**config.mk**
```make
export PLATFORM = sky130hd
export DESIGN_NAME = universal_shift_register
export DESIGN_NICKNAME = d
export VERILOG_FILES = /design/src/rtl/universal_shift_register.sv
export SDC_FILE = /design/constraint.sdc
export NUM_CORES = 1
export LEC_CHECK = 0
export CAP_MARGIN = 15
export CORE_ASPECT_RATIO = 1.4
export CORE_MARGIN = 3
export CORE_UTILIZATION = 49
export CTS_CLUSTER_SIZE = 12
export DETAILED_ROUTE_END_ITERATION = 12
export MAX_ROUTING_LAYER = met4
export PLACE_DENSITY_LB_ADDON = 0.15
export SYNTH_ARGS = -nofsm -noshare
export SYNTH_HDL_FRONTEND = slang
export SYNTH_SLANG_ARGS = --single-unit
```
**constraint.sdc**
```tcl
create_clock -name clk -period 3.8 [get_ports clk]
set_input_delay 0.76 -clock clk [delete_from_list [all_inputs] [get_ports clk]]
set_output_delay 0.76 -clock clk [all_outputs]
set_load 0.01 [all_outputs]
```
**src/rtl/universal_shift_register.sv**
```systemverilog
// rtl/universal_shift_register.sv - DEPTH x WIDTH universal shift register with fill tracking
// Define USR_MULTI_SHIFT_EN to add shift_amt for multi-stage shifts and rotates.
module universal_shift_register #(
  parameter  int WIDTH = 1,
  parameter  int DEPTH = 8,
  localparam int CW    = $clog2(DEPTH + 1)
) (
  input  logic                     clk,
  input  logic                     reset,
  input  logic                     enable,
  input  logic [2:0]               mode,
  input  logic [WIDTH-1:0]         in,
  input  logic [DEPTH*WIDTH-1:0]   load_data,
`ifdef USR_MULTI_SHIFT_EN
  input  logic [$clog2(DEPTH)-1:0] shift_amt,
`endif
  output logic [DEPTH*WIDTH-1:0]   out,
  output logic [WIDTH-1:0]         shift_out,
  output logic                     shift_out_valid,
  output logic [CW-1:0]            fill,
  output logic                     full,
  output logic                     empty
);

  typedef enum logic [2:0] {
    M_HOLD  = 3'd0,
    M_SHL   = 3'd1,
    M_SHR   = 3'd2,
    M_ROL   = 3'd3,
    M_ROR   = 3'd4,
    M_LOAD  = 3'd5,
    M_CLEAR = 3'd6,
    M_RSVD  = 3'd7
  } mode_e;

  logic [DEPTH*WIDTH-1:0] data_q, data_d;
  logic [WIDTH-1:0]       shift_out_q, shift_out_d;
  logic                   shift_out_valid_q, shift_out_valid_d;
  logic [CW-1:0]          fill_q, fill_d, fill_sat;
  int                     k;
  int                     src;
  int                     fill_sum;

`ifdef USR_MULTI_SHIFT_EN
  assign k = int'(shift_amt);
`else
  assign k = 1;
`endif

  always_comb begin
    data_d            = data_q;
    shift_out_d       = shift_out_q;
    shift_out_valid_d = 1'b0;
    fill_d            = fill_q;
    src               = 0;
    fill_sum          = int'(fill_q) + k;
    if (fill_sum >= DEPTH) fill_sat = CW'(DEPTH);
    else                   fill_sat = CW'(fill_sum);

    // A zero-stage shift or rotate degenerates to HOLD.
    if (enable) begin
      case (mode_e'(mode))
        M_SHL: if (k != 0) begin
          for (int i = 0; i < DEPTH; i++) begin
            src = i - k;
            if (src < 0) data_d[i*WIDTH +: WIDTH] = in;
            else         data_d[i*WIDTH +: WIDTH] = data_q[src*WIDTH +: WIDTH];
          end
          shift_out_d       = data_q[(DEPTH-k)*WIDTH +: WIDTH];
          shift_out_valid_d = 1'b1;
          fill_d            = fill_sat;
        end
        M_SHR: if (k != 0) begin
          for (int i = 0; i < DEPTH; i++) begin
            src = i + k;
            if (src >= DEPTH) data_d[i*WIDTH +: WIDTH] = in;
            else              data_d[i*WIDTH +: WIDTH] = data_q[src*WIDTH +: WIDTH];
          end
          shift_out_d       = data_q[(k-1)*WIDTH +: WIDTH];
          shift_out_valid_d = 1'b1;
          fill_d            = fill_sat;
        end
        M_ROL: begin
          for (int i = 0; i < DEPTH; i++) begin
            src = i - k;
            if (src < 0) src = src + DEPTH;
            data_d[i*WIDTH +: WIDTH] = data_q[src*WIDTH +: WIDTH];
          end
        end
        M_ROR: begin
          for (int i = 0; i < DEPTH; i++) begin
            src = i + k;
            if (src >= DEPTH) src = src - DEPTH;
            data_d[i*WIDTH +: WIDTH] = data_q[src*WIDTH +: WIDTH];
          end
        end
        M_LOAD: begin
          data_d = load_data;
          fill_d = CW'(DEPTH);
        end
        M_CLEAR: begin
          data_d      = '0;
          fill_d      = '0;
          shift_out_d = '0;
        end
        M_HOLD, M_RSVD: ;
        default: ;
      endcase
    end
  end

  always_ff @(posedge clk or negedge reset) begin
    if (!reset) begin
      data_q            <= '0;
      shift_out_q       <= '0;
      shift_out_valid_q <= 1'b0;
      fill_q            <= '0;
    end else begin
      data_q            <= data_d;
      shift_out_q       <= shift_out_d;
      shift_out_valid_q <= shift_out_valid_d;
      fill_q            <= fill_d;
    end
  end

  assign out             = data_q;
  assign shift_out       = shift_out_q;
  assign shift_out_valid = shift_out_valid_q;
  assign fill            = fill_q;
  assign full            = (fill_q == CW'(DEPTH));
  assign empty           = (fill_q == '0);

endmodule

```
# After elaboration in Yosys (flattened, before gate mapping)
# Cells that the tools add are included.
# Widths: inputs -> output; s select.
word_totals:
  ff_bits: 14
  out_inout_bits: 16
op_classes:
  n_addsub: 1
  order_cmp: 1
  eq_ne: 7
  n_shift: 16
  n_mux: 38
  reduce_logical: 8
ops:
  columns: ["op", "n"]
  rows:
  - ["$mux 32", 32]
  - ["$shiftx 8x32->1", 16]
  - ["$pmux 8 s6", 1]
  - ["$pmux 4 s3", 1]
  - ["$eq 3x3->1 const B", 3]
  - ["$eq 3x2->1 const B", 2]
  - ["$reduce_and 2->1", 3]
  - ["$reduce_bool 3->1", 2]
  - ["$reduce_bool 6->1", 1]
  - ["$add 4x1->5 const B", 1]
  - ["$ge 5x4->1 const B", 1]
  - ["$eq 4x4->1 const B", 1]
  - ["$logic_not 4->1", 1]
  - ["$mux 4", 1]
  - ["$eq 3x1->1 const B", 1]
  - ["$pmux 1 s3", 1]
  - ["$mux 1", 2]
  - ["$reduce_or 2->1", 1]

# Logic depth before layout (Yosys ltp)
depth:
  word_depth: 5
  depth_mapped: 8
  ltp_nobuf: 6

# Worst setup path after synthesis
# OpenSTA, ideal clock, no wires.
synth_path:
  path_type: "input port to flip-flop"
  from: "input port mode[0]"
  to: "register data_q[0] (netlist: out[0])"
  t_arrival_ns: 1.918
  t_required_ns: 3.675
  slack_ns: 1.756
  cell_stages: 6
  n_path_buf: 1
  path_cell_list: "inv_1 > ha_1 > buf_6 > and2_4 > o41ai_4 > mux2_4"
synth_between:
  elab_chain_len: 3
  elab_cells_between_ends: 9
synth_rtl:
  columns: ["element", "line", "source"]
  rows:
  - ["from (decl)", "11", "input logic [2:0] mode,"]
  - ["$eq 3x3->1, or another cell as far along", "62", "case (mode_e'(mode))"]
  - ["$reduce_bool 6->1 (no line)", null, null]
  - ["$reduce_and 2->1 (no line)", null, null]
  - ["to (signal assigned)", "119", "data_q <= data_d;"]
  - ["to (decl)", "36", "logic [DEPTH*WIDTH-1:0] data_q, data_d;"]
# Several ways; a longest one is shown, not always the timed one.
# A chain may end at the register's enable or synchronous reset.

# Worst setup path in the final report
layout_path:
  from: "input port mode[1]"
  to: "register data_q[0] (netlist: out[0])"
# The elaborated chain is that of the path after synthesis.

==> impl_metrics.yaml <==
place:
  dpl.cell_count: 147
  dpl.hpwl_um: 1888
  dp_slack_ns: 0.8611
  gp_congestion: 0.8402
  port_buffers: 30
synth:
  synthFlopType: "dfrtp_1"
  ys_ff_latch: 14
  yosysUniqueCellTypes: 35
  synth_cells: 105
  synth-async-reset-ratio_pct: 100.0
  syn-cell-area_sq_um: 1011
  yosys-top-cells-area: "dfrtp_1, ha_1, a222oi_1"
  synth_top_area_share_pct: 34.65
  synth_edf_count: 0
  synth_nets: 126
  synth_top_area_cell: "dfrtp_1"
  syn_area_per_cell_sq_um: 9.628
  seq_area_frac_synth_pct: 34.65
  yosys_warnings: 0
worst_hold_path:
  holdPathStages: 2
  hold_class: "reg -> reg"
critical_path:
  ff2ff_path_depth: 4
  path_max_fanout: 15
  cp-end-kind: "flop"
  critPathKind: "in -> reg"
  crit_arrival_ns: 2.86
  cp-start-kind: "primary input"
  required_ns: 3.99
final_layout:
  final_nets: 153
  drive_above_1_share_pct: 8.397
  area_delta_synth_final_pct: 29.83
  layoutNonFillerInstCount: 151
  n_antenna_cell: 0
  final_cell_mix: "clkdlybuf4s50_1, nand2_1, dfrtp_1, o21ai_0"
  final_common_cell: "clkdlybuf4s50_1"
global_routing:
  grt_max_degree: 20
  grt_pass1_vias: 970
  antenna_found_initial: 0
  grt_usage_pct: 21.95
  grt_pass1_wl_um: 4222
  grt-ovfl-total: 0
die:
  die_height_um: 59.75
  io_pins: 31
  rows: 18
  core_area_sq_um: 1847
  dieWidth_um: 44.39
  design.die.area_sq_um: 2652
  initial_core_util_pct: 54.74
routing:
  drt_first_pass_iters: 4
  drt_iter0_markers: 64
  drc: 0
  route.vias.total: 955
  drt-vias-per-instance: 6.325
  ant_nets: 0
  routedWlPerCell_um: 17.19
  wl_um: 2596
cts:
  insertion_delay_ns: 0.29
  cts_root_buffer: "clkbuf_4"
  cts_buffers: 3
  cts.sinks: 14
  ctsResizeCount: 0
  tritoncts: "done"
  postCtsHoldBufs: 0
  cts_htree_levels: 1
  clk_pin_slew_ns: 0.11
  post_cts_buffers: 0
  clockBufferDepth: 2
sta:
  drv_slew: 0
  min_period_over_period_pct: 70.19
  clock_skew_ns: 0.01642
  hold_viol_final: 0
  period_minus_slack_ns: 2.667
  setup_ws_ns: 1.133
  worst_pin_slew_ns: 0.7224
  rsz0062_at_grt: "no"
  fmax_mhz: 374.9
  relSlewSlack_pct: 51.68
  finalSetupTns_ns: 0
  setup_viol: 0
power:
  max-vdd-ir-drop_mv: 0.3064
  leakage_uw: 0.0005472
  power-per-cell-area_nw_per_um2: 460.6
  p_total_uw: 604.6
job:
  maxCapViolations: 0
status:
  outcome: "complete, no violations"
## path summary, 6_finish.rpt
check | start | endpoint | slack, ns
max reg2reg | fill[1] | fill[3] | 2.44
max in group asynchronous | reset | shift_out_valid | 2.52
max | mode[1] | out[0] | 1.13
min reg2reg | shift_out | shift_out | 0.51
min | shift_out | shift_out | 0.51
min in group asynchronous | reset | out[7] | 0.85
## flip-flops by register name, indices dropped and copies added, names as in the netlist
signal	count
out	8
shift_out_valid	1
fill	4
shift_out	1
## per-stage QoR
stage | hold slack, ns | util [%] | instance area, sq um
detailed placement | 0.4770 | 69.11 | 1276
CTS | 0.5140 | 71.07 | 1313
global placement | 0.4783 | 69.11 | 1276
finish | 0.5116 | 71.07 | 1313
floorplan | 0.4644 | - | 1011
global route | 0.5673 | 71.07 | 1313
## power by group
group / internal, uW / switching (uW)
Clock: 58.3 / 56.7
Combinational: 149 / 103
Sequential: 184 / 53.5
Total: 391 / 213
## cells in the mapped netlist (2+ instances only)
cell type   n
nand3_1     3
nand2_1    15
a22o_1      7
o21ai_0    11
a222oi_1    7
ha_1        6
inv_1       4
o21ai_1     2
buf_2       3
buf_6       3
nor2b_1     2
dfrtp_1    14
a21oi_1     3
nor3b_1     4
## critical path, stage by stage
cell	delay, ns
clkdlybuf4s50_1	0.51
inv_1	0.08
ha_1	0.38
o41ai_4	0.77
mux2_4	0.35
## cell families after synthesis
logic type	count (synthesis)	share of synthesized area, %
compound gates	37	28.34
simple gates	34	19.80
mux	1	1.485
xor+xnor	1	0.8665
flops	14	34.65
fa+ha+maj	6	7.426
buf+inv	12	7.425
## per-layer routing
metal  vias to the layer above  part of all wire [%]  routed length [um]  track usage [%]
met3                         8                   6.9                 178            3.916
met4                         0                   2.1                  54            13.36
met2                        50                    52                1350            38.54
met1                       451                    39                1012            21.97
met5                         -                     0                   0                -
li1                        446                     -                   -                -
## layout make-up
cell class | count | area (sq um)
inverter | 4 | 15.01
sequential | 14 | 350.3
timing repair buffer | 30 | 300.3
fill | 146 | 534.3
multi-input combinational | 79 | 585.6
tap | 20 | 25.02
clock buffer | 4 | 36.28
Note: power is estimated with default switching activity, not from simulation.
